$ cat src/rtl/pe_pkg.sv
// Shared mode codes and feeder FSM encodings for the PE row feeder.
package pe_pkg;

  localparam logic [1:0] MODE_MAC  = 2'd0;
  localparam logic [1:0] MODE_OUT  = 2'd1;
  localparam logic [1:0] MODE_LOAD = 2'd2;  // reserved; the feeder never issues it
  localparam logic [1:0] MODE_IDLE = 2'd3;

  typedef enum logic [1:0] {
    ST_IDLE = 2'd0,
    ST_RUN  = 2'd1,
    ST_OUT  = 2'd2
  } feed_state_t;

endpackage

$ cat src/rtl/pe_skew_line.sv
// Fixed-depth shift register used to delay one PE row's slot; DEPTH=0 degenerates to a wire.
module pe_skew_line
  import pe_pkg::*;
#(
  parameter int             DEPTH   = 1,
  parameter int             W       = 8,
  parameter logic [W-1:0]   RST_VAL = '0
) (
  input  logic         clk,
  input  logic         rst,
  input  logic [W-1:0] din,
  output logic [W-1:0] dout
);

  generate
    if (DEPTH == 0) begin : g_wire
      assign dout = din;
    end else begin : g_shift
      logic [W-1:0] stg [DEPTH];

      // Shift one stage per clock; reset clears every stage to the idle slot.
      always_ff @(posedge clk or negedge rst) begin
        if (!rst) begin
          for (int i = 0; i < DEPTH; i++) stg[i] <= RST_VAL;
        end else begin
          stg[0] <= din;
          for (int i = 1; i < DEPTH; i++) stg[i] <= stg[i-1];
        end
      end

      assign dout = stg[DEPTH-1];
    end
  endgenerate

endmodule

$ cat src/rtl/pe_row_feeder.sv
// Feeder for a column of systolic PEs: frames K_LEN accepted beats as MAC slots followed by one
// OUT slot, registers the slot into row 0 and skews row r by r further cycles.
//
// state   | meaning
// --------+------------------------------------------------------------
// ST_IDLE | no window open; first accepted beat opens one
// ST_RUN  | window open, fewer than K_LEN beats taken; gaps become bubbles
// ST_OUT  | one-cycle OUT slot, upstream stalled, then back to ST_IDLE
module pe_row_feeder
  import pe_pkg::*;
#(
  parameter int NUM_ROWS = 4,
  parameter int DATA_W   = 8,
  parameter int K_LEN    = 3
) (
  input  logic                       clk,
  input  logic                       rst,
  input  logic                       in_valid,
  output logic                       in_ready,
  input  logic [NUM_ROWS*DATA_W-1:0] in_data,
  input  logic [NUM_ROWS*DATA_W-1:0] in_filter,
  output logic [NUM_ROWS*DATA_W-1:0] pe_in_o,
  output logic [NUM_ROWS*DATA_W-1:0] pe_filter_o,
  output logic [NUM_ROWS*2-1:0]      mode_o,
  output logic [NUM_ROWS-1:0]        activate_o,
  output logic                       busy,
  output logic                       win_done
);

  localparam int VEC_W  = NUM_ROWS * DATA_W;
  localparam int SLOT_W = 2 * DATA_W + 3;
  localparam int CNT_W  = $clog2(K_LEN + 1);
  localparam logic [SLOT_W-1:0] SLOT_IDLE = {{(2*DATA_W){1'b0}}, MODE_IDLE, 1'b0};

  feed_state_t        state_q, state_nxt;
  logic [CNT_W-1:0]   cnt_q, cnt_nxt, cnt_inc;
  logic               rdy_q;
  logic               accept;

  logic [VEC_W-1:0]   slot_data, slot_filt;
  logic [1:0]         slot_mode;
  logic               slot_act;

  logic [VEC_W-1:0]   data_q, filt_q;
  logic [1:0]         mode_q;
  logic               act_q;

  logic [SLOT_W-1:0]  row_slot [NUM_ROWS];
  logic [1:0]         last_pre_mode;
  logic               rows_active;
  logic               win_done_q;

  // in_ready is registered so it stays low through reset and the OUT cycle.
  assign in_ready = rdy_q;
  assign accept   = in_valid & rdy_q;
  assign cnt_inc  = cnt_q + CNT_W'(1);

  // FSM state, beat counter and ready flag.
  always_ff @(posedge clk or negedge rst) begin
    if (!rst) begin
      state_q <= ST_IDLE;
      cnt_q   <= '0;
      rdy_q   <= 1'b0;
    end else begin
      state_q <= state_nxt;
      cnt_q   <= cnt_nxt;
      rdy_q   <= (state_nxt != ST_OUT);
    end
  end

  // Next state, count and the slot to launch into row 0 this cycle.
  always_comb begin
    state_nxt = state_q;
    cnt_nxt   = cnt_q;
    slot_data = '0;
    slot_filt = '0;
    slot_mode = MODE_IDLE;
    slot_act  = 1'b0;
    case (state_q)
      ST_IDLE: begin
        if (accept) begin
          slot_data = in_data;
          slot_filt = in_filter;
          slot_mode = MODE_MAC;
          slot_act  = 1'b1;
          cnt_nxt   = CNT_W'(1);
          state_nxt = (K_LEN == 1) ? ST_OUT : ST_RUN;
        end
      end
      ST_RUN: begin
        slot_mode = MODE_MAC;
        if (accept) begin
          slot_data = in_data;
          slot_filt = in_filter;
          slot_act  = 1'b1;
          cnt_nxt   = cnt_inc;
          if (cnt_inc == CNT_W'(K_LEN)) state_nxt = ST_OUT;
        end
      end
      ST_OUT: begin
        slot_mode = MODE_OUT;
        slot_act  = 1'b1;
        cnt_nxt   = '0;
        state_nxt = ST_IDLE;
      end
      default: begin
        state_nxt = ST_IDLE;
        cnt_nxt   = '0;
      end
    endcase
  end

  // Row-0 stage holds the whole beat; each row's skew line then carries only its own lane.
  always_ff @(posedge clk or negedge rst) begin
    if (!rst) begin
      data_q <= '0;
      filt_q <= '0;
      mode_q <= MODE_IDLE;
      act_q  <= 1'b0;
    end else begin
      data_q <= slot_data;
      filt_q <= slot_filt;
      mode_q <= slot_mode;
      act_q  <= slot_act;
    end
  end

  generate
    for (genvar r = 0; r < NUM_ROWS; r++) begin : g_row
      logic [SLOT_W-1:0] lane;
      assign lane = {data_q[r*DATA_W +: DATA_W], filt_q[r*DATA_W +: DATA_W], mode_q, act_q};

      if (r == 0) begin : g_direct
        assign row_slot[r] = lane;
      end else begin : g_skew
        pe_skew_line #(
          .DEPTH   (r),
          .W       (SLOT_W),
          .RST_VAL (SLOT_IDLE)
        ) u_skew (
          .clk  (clk),
          .rst  (rst),
          .din  (lane),
          .dout (row_slot[r])
        );
      end

      assign pe_in_o[r*DATA_W +: DATA_W]     = row_slot[r][SLOT_W-1 -: DATA_W];
      assign pe_filter_o[r*DATA_W +: DATA_W] = row_slot[r][SLOT_W-1-DATA_W -: DATA_W];
      assign mode_o[2*r +: 2]                = row_slot[r][2:1];
      assign activate_o[r]                   = row_slot[r][0];
    end

    // The value row NUM_ROWS-1 will show next cycle is what row NUM_ROWS-2 shows now.
    if (NUM_ROWS == 1) begin : g_pre_slot
      assign last_pre_mode = slot_mode;
    end else begin : g_pre_row
      assign last_pre_mode = row_slot[NUM_ROWS-2][2:1];
    end
  endgenerate

  // Row outputs cover every distinct skew stage (delays 1..NUM_ROWS), so they suffice for busy.
  always_comb begin
    rows_active = 1'b0;
    for (int r = 0; r < NUM_ROWS; r++) begin
      rows_active = rows_active | row_slot[r][0] | (row_slot[r][2:1] != MODE_IDLE);
    end
  end

  assign busy = (state_q != ST_IDLE) | rows_active;

  // Window-done pulse, aligned with the last row's OUT slot.
  always_ff @(posedge clk or negedge rst) begin
    if (!rst) win_done_q <= 1'b0;
    else      win_done_q <= (last_pre_mode == MODE_OUT);
  end

  assign win_done = win_done_q;

endmodule

$ cat config.mk
export PLATFORM = sky130hd
export DESIGN_NAME = pe_row_feeder
export DESIGN_NICKNAME = d
export VERILOG_FILES = /design/src/rtl/pe_pkg.sv /design/src/rtl/pe_skew_line.sv /design/src/rtl/pe_row_feeder.sv
export SDC_FILE = /design/constraint.sdc
export NUM_CORES = 1
export LEC_CHECK = 0
export BUFFER_PORTS_ARGS = -buffer_cell sky130_fd_sc_hd__buf_2
export CAP_MARGIN = 10
export CORE_MARGIN = 3
export CORE_UTILIZATION = 47
export CTS_CLUSTER_DIAMETER = 50
export CTS_CLUSTER_SIZE = 8
export DETAILED_ROUTE_END_ITERATION = 6
export PLACE_DENSITY = 0.71
export SLEW_MARGIN = 20
export SYNTH_ARGS = -nofsm -noshare
export SYNTH_HDL_FRONTEND = slang
export SYNTH_HIERARCHICAL = 1
export SYNTH_SLANG_ARGS = --single-unit
$ cat constraint.sdc
create_clock -name clk -period 1.3 [get_ports clk]
set_input_delay 0 -clock clk [delete_from_list [all_inputs] [get_ports clk]]
set_output_delay 0 -clock clk [all_outputs]
set_load 0.05 [all_outputs]
Word-level counts from Yosys, hierarchy flattened
Index checks and enable logic that the tools add are counted.
{"block": "totals", "register_bits": 187, "output_inout_bits": 79, "inputBits": 67}
{"block": "classes", "eq_ne": 11, "mux": 15, "n_reduce_logical": 4, "bitwise": 9, "add_sub_neg": 1}
{"operator": "$mux 32", "n": 4}
{"operator": "$ne 2x2->1 const B", "n": 7}
{"operator": "$mux 2", "n": 6}
{"operator": "$or 1x1->1", "n": 8}
{"operator": "$pmux 2 s2", "n": 2}
{"operator": "$pmux 2 s3", "n": 1}
{"operator": "$eq 2x1->1 const B", "n": 2}
{"operator": "$eq 2x2->1 const B", "n": 2}
{"operator": "$add 2x1->2 const B", "n": 1}
{"operator": "$logic_not 2->1", "n": 1}
{"operator": "$pmux 1 s2", "n": 1}
{"operator": "$reduce_and 2->1", "n": 1}
{"operator": "$reduce_bool 2->1", "n": 1}
{"operator": "$reduce_or 2->1", "n": 1}
{"operator": "$and 1x1->1", "n": 1}
{"operator": "$mux 1", "n": 1}

Depth between registers and ports, before layout
{"block": "depth", "ltp_word": 9, "ltp_mapped": 4, "depth_no_buf": 4}

By module
Netlist, hierarchy kept.
{"mod": "pe_row_feeder", "n_inst": 1, "area_each_um2": 2555.0, "cells_each": 185}
{"mod": "pe_skew_line (g_row[3].g_skew.u_skew)", "n_inst": 1, "area_each_um2": 1576.5, "cells_each": 76}
{"mod": "pe_skew_line (g_row[2].g_skew.u_skew)", "n_inst": 1, "area_each_um2": 1098.6, "cells_each": 57}
{"mod": "pe_skew_line (g_row[1].g_skew.u_skew)", "n_inst": 1, "area_each_um2": 478.0, "cells_each": 19}

Worst setup path before layout
No wires, ideal clock.
{"block": "synth_path", "kind": "register to output", "from": "register g_row[1].g_skew.u_skew.g_shift.stg (netlist bit g_row[1].g_skew.u_skew/dout[0])", "to": "output busy", "n_path_buf": 0, "setup_slack_ps": -476, "arrival_time_ps": 1776, "stages_incl_launch_ff": 3, "path_cell_list": "dfrtp_1 -> or4_1 -> or4_1"}
{"block": "synth_via", "elab_chain_len": 7}
{"item": "start, declared", "line_no": "pe_skew_line.sv:19", "source": "logic [W-1:0] stg [DEPTH];"}
{"item": "$or 1x1->1 (6 in series)", "line_no": "pe_row_feeder.sv:166", "source": "rows_active = rows_active | row_slot[r][0] | (row_slot[r][2:1] != MODE_IDLE);"}
{"item": "$or 1x1->1", "line_no": "pe_row_feeder.sv:170", "source": "assign busy = (state_q != ST_IDLE) | rows_active;"}
{"item": "end, declared", "line_no": "pe_row_feeder.sv:26", "source": "output logic busy,"}
No other way between the ends.

Final worst setup path
{"block": "layout_path", "from": "register state_q[1]", "to": "output busy"}
{"block": "layout_via", "elab_chain_len": 2}
{"item": "start, declared", "line_no": "pe_row_feeder.sv:35", "source": "feed_state_t state_q, state_nxt;"}
{"item": "start signal, assigned", "line_no": "pe_row_feeder.sv:65", "source": "state_q <= state_nxt;"}
{"item": "$reduce_bool 2->1", "line_no": "pe_row_feeder.sv:170"}
{"item": "$or 1x1->1", "line_no": "pe_row_feeder.sv:170"}
No other way between the ends.

==> impl_metrics.json <==
{
  "status": "finished, violations left",
  "violations": "setup timing",
  "io_buffers": 145,
  "grt.overflow.total": 0,
  "finalMaxSlewViolations": 0,
  "routedWlPerCell_um": 15.8,
  "rsz0062_at_grt": "true",
  "finalSetupViolations": 68,
  "post-place-ws_ns": -0.221,
  "cellPowerDensity_nw_per_um2": 1980,
  "syn_nets": 405,
  "max_freq_mhz": 523,
  "cts-buffers-inserted": 17,
  "grt_pass1_vias": 3209,
  "htree_levels": 4,
  "finalCritPeriodShare_pct": 147,
  "wl_um": 10900,
  "grt_max_degree": 50,
  "end_kind": "output port",
  "viasPerCell": 4.36,
  "area_growth_pct": 38.0,
  "final_nets": 598,
  "crit_chain": "or4_1, or4_4, buf_8",
  "critPathTopFamily": "simple AND/OR/NAND/NOR gates",
  "diodes": 0,
  "cts_tree": "built",
  "drive_above_1_share_pct": 40.9,
  "drc": 0,
  "boundaryPins": 146,
  "grt_pass1_wl_um": 15600,
  "yosysWarnings": 6,
  "synth-xor-area-share_pct": 0,
  "gp_congestion": 0.709,
  "final_antenna_net_count": 0,
  "dieArea_um2": 13500,
  "fin_crit_ns": 1.91,
  "synthAdderAreaFrac_pct": 0.219,
  "num_vias": 2988,
  "arrival_ns": 1.91,
  "synth_cell_types": 22,
  "dp_hpwl_um": 6060,
  "fin_util_pct": 67.5,
  "root_buffer": "clkbuf_16",
  "tightest_slew_ns": 0.399,
  "start_util_pct": 48.9,
  "hold_violations": 0,
  "antenna_found_initial": 0,
  "r2r-start": "state_q[1]$_DFF_PN0_",
  "power_leakage_uw": 0.00405,
  "track_usage_pct": 15.9,
  "synth_mux_area_share_pct": 0.197,
  "cts_buffer_depth": 2,
  "drt_iter0_markers": 148,
  "ir_drop_mv": 1.30,
  "synth_seq_area_share_pct": 82.3,
  "path_clk_slew_ns": 0.06,
  "setup_tns_ns": -2.93,
  "worstSkewPairLatency_ns": 0.42,
  "first_pass_iters": 5,
  "synth_compound_area_share_pct": 0.592,
  "syn_inst": 337,
  "syn_area_per_cell_um2": 16.9,
  "cp-start-kind": "register",
  "synth_top_family_by_area": "simple AND/OR/NAND/NOR gates",
  "relSlewSlack_pct": 73.4,
  "core_area_um2": 11700,
  "post_synth_and_or_nand_nor_area_fraction_pct": 8.88,
  "cp.required_ns": 1.30,
  "cts.sinks": 187,
  "min_path_type": "in2async",
  "fp-row-count": 39,
  "synth_seq_cells": 187,
  "die_y_um": 116,
  "critPathSlowestCell": "or4_1",
  "drv_cap": 0,
  "hold_ws_ns": 0.0838,
  "slowest_delay_ns": 0.52,
  "startpoint": "state_q[1]$_DFF_PN0_",
  "path_class": "reg2out",
  "cp_max_fo": 2,
  "critPathBufInv": 1,
  "finClkSkew_ns": 0.0102,
  "fin_ws_ns": -0.612,
  "die_w_um": 116,
  "synth_area_um2": 5710
}
-- final timing paths --
path / slack (ns) / cells after the start / endpoint
min in group clk: 0.33 / 3 / filt_q[20]$_DFF_PN0_
min reg2reg: 0.34 / 0 / g_row[2].g_skew.u_skew/dout[3]$_DFF_PN0_
max: -0.61 / 3 / busy
min: 0.08 / 2 / data_q[5]$_DFF_PN0_
max reg2reg: -0.06 / 5 / filt_q[8]$_DFF_PN0_
max in group asynchronous: 0.63 / 3 / g_row[2].g_skew.u_skew/g_shift.stg[28]$_DFF_PN0_
-- stage by stage --
stage,total power [µW],std cells,area (µm²)
after global placement,9990,578,6360
after global routing,16300,686,7880
final,15600,686,7880
after detailed placement,10100,578,6360
after floorplan,9500,337,5760
after CTS,15400,677,7670
-- cells by family after synthesis --
| kind of cell | count (synthesis) |
|---|---|
| mux | 1 |
| simple gates | 79 |
| flops | 187 |
| fa+ha+maj | 1 |
| buf+inv | 64 |
| compound gates | 5 |
-- what timing repair did --
action,in CTS,in global routing
endpoints found under the setup margin,5,70
endpoints found under the hold margin,240,0
setup buffers,1,2
hold buffers,66,0
gates cloned,0,8
gates resized for setup,8,5
-- layer usage --
layer,GRT usage [%],part of all wire [%],vias up
met5,0,0,-
met4,7.50,1.1,0
met3,6.11,5.8,9
met2,27.5,53,98
met1,17.2,40,1495
li1,-,-,1386
-- cells in the mapped netlist --
cell / number / area (µm²)
nand4b_1: 2 / 17.5
nand4_1: 1 / 6.26
mux2_2: 1 / 11.3
dfstp_2: 14 / 368
nand3_1: 1 / 5.00
and3b_2: 1 / 10.0
buf_4: 55 / 413
nand2b_1: 1 / 6.26
and3_1: 1 / 6.26
or4_1: 2 / 15.0
nor2b_1: 1 / 6.26
a21oi_1: 3 / 15.0
inv_1: 2 / 7.51
dfrtp_1: 173 / 4330
or2_2: 1 / 6.26
ha_1: 1 / 12.5
nor3_1: 2 / 10.0
and4_1: 2 / 17.5
a21o_2: 1 / 8.76
and2_1: 64 / 400
a21bo_2: 1 / 10.0
clkbuf_1: 7 / 26.3
-- power breakdown --
group	switching [µW]	leakage [µW]	total, µW	internal (µW)
clock network	1980	0.000299	5090	3110
registers	293	0.00238	7130	6840
logic	2240	0.00137	3410	1170
total	4520	0.00405	15600	11100
-- registers in the layout (all words and copies together) (netlist names) --
name,count
act_q,1
data_q,32
g_row.g_skew.u_skew/dout,57
filt_q,32
win_done,1
g_row.g_skew.u_skew/g_shift.stg,57
mode_q,2
in_ready,1
state_q,2
cnt_q,2
-- placed cells by master (no fill, tap or decap), types with 7 or more instances in the layout --
master           n
dfstp_2         14
dlygate4sd3_1   66
dfrtp_1        171
clkbuf_8         7
buf_2          139
buf_4           12
and2_1          62
clkbuf_16       25
buf_12           7
-- area by class of cell --
type / instances / area, µm²
Clock buffer: 30 / 598
Multi-Input combinational cell: 86 / 576
Tap cell: 143 / 179
Timing Repair Buffer: 236 / 1800
Inverter: 2 / 7.51
Sequential cell: 187 / 4700
Fill cell: 795 / 3790
Clock inverter: 2 / 16.3
(Power assumes the default switching activity.)
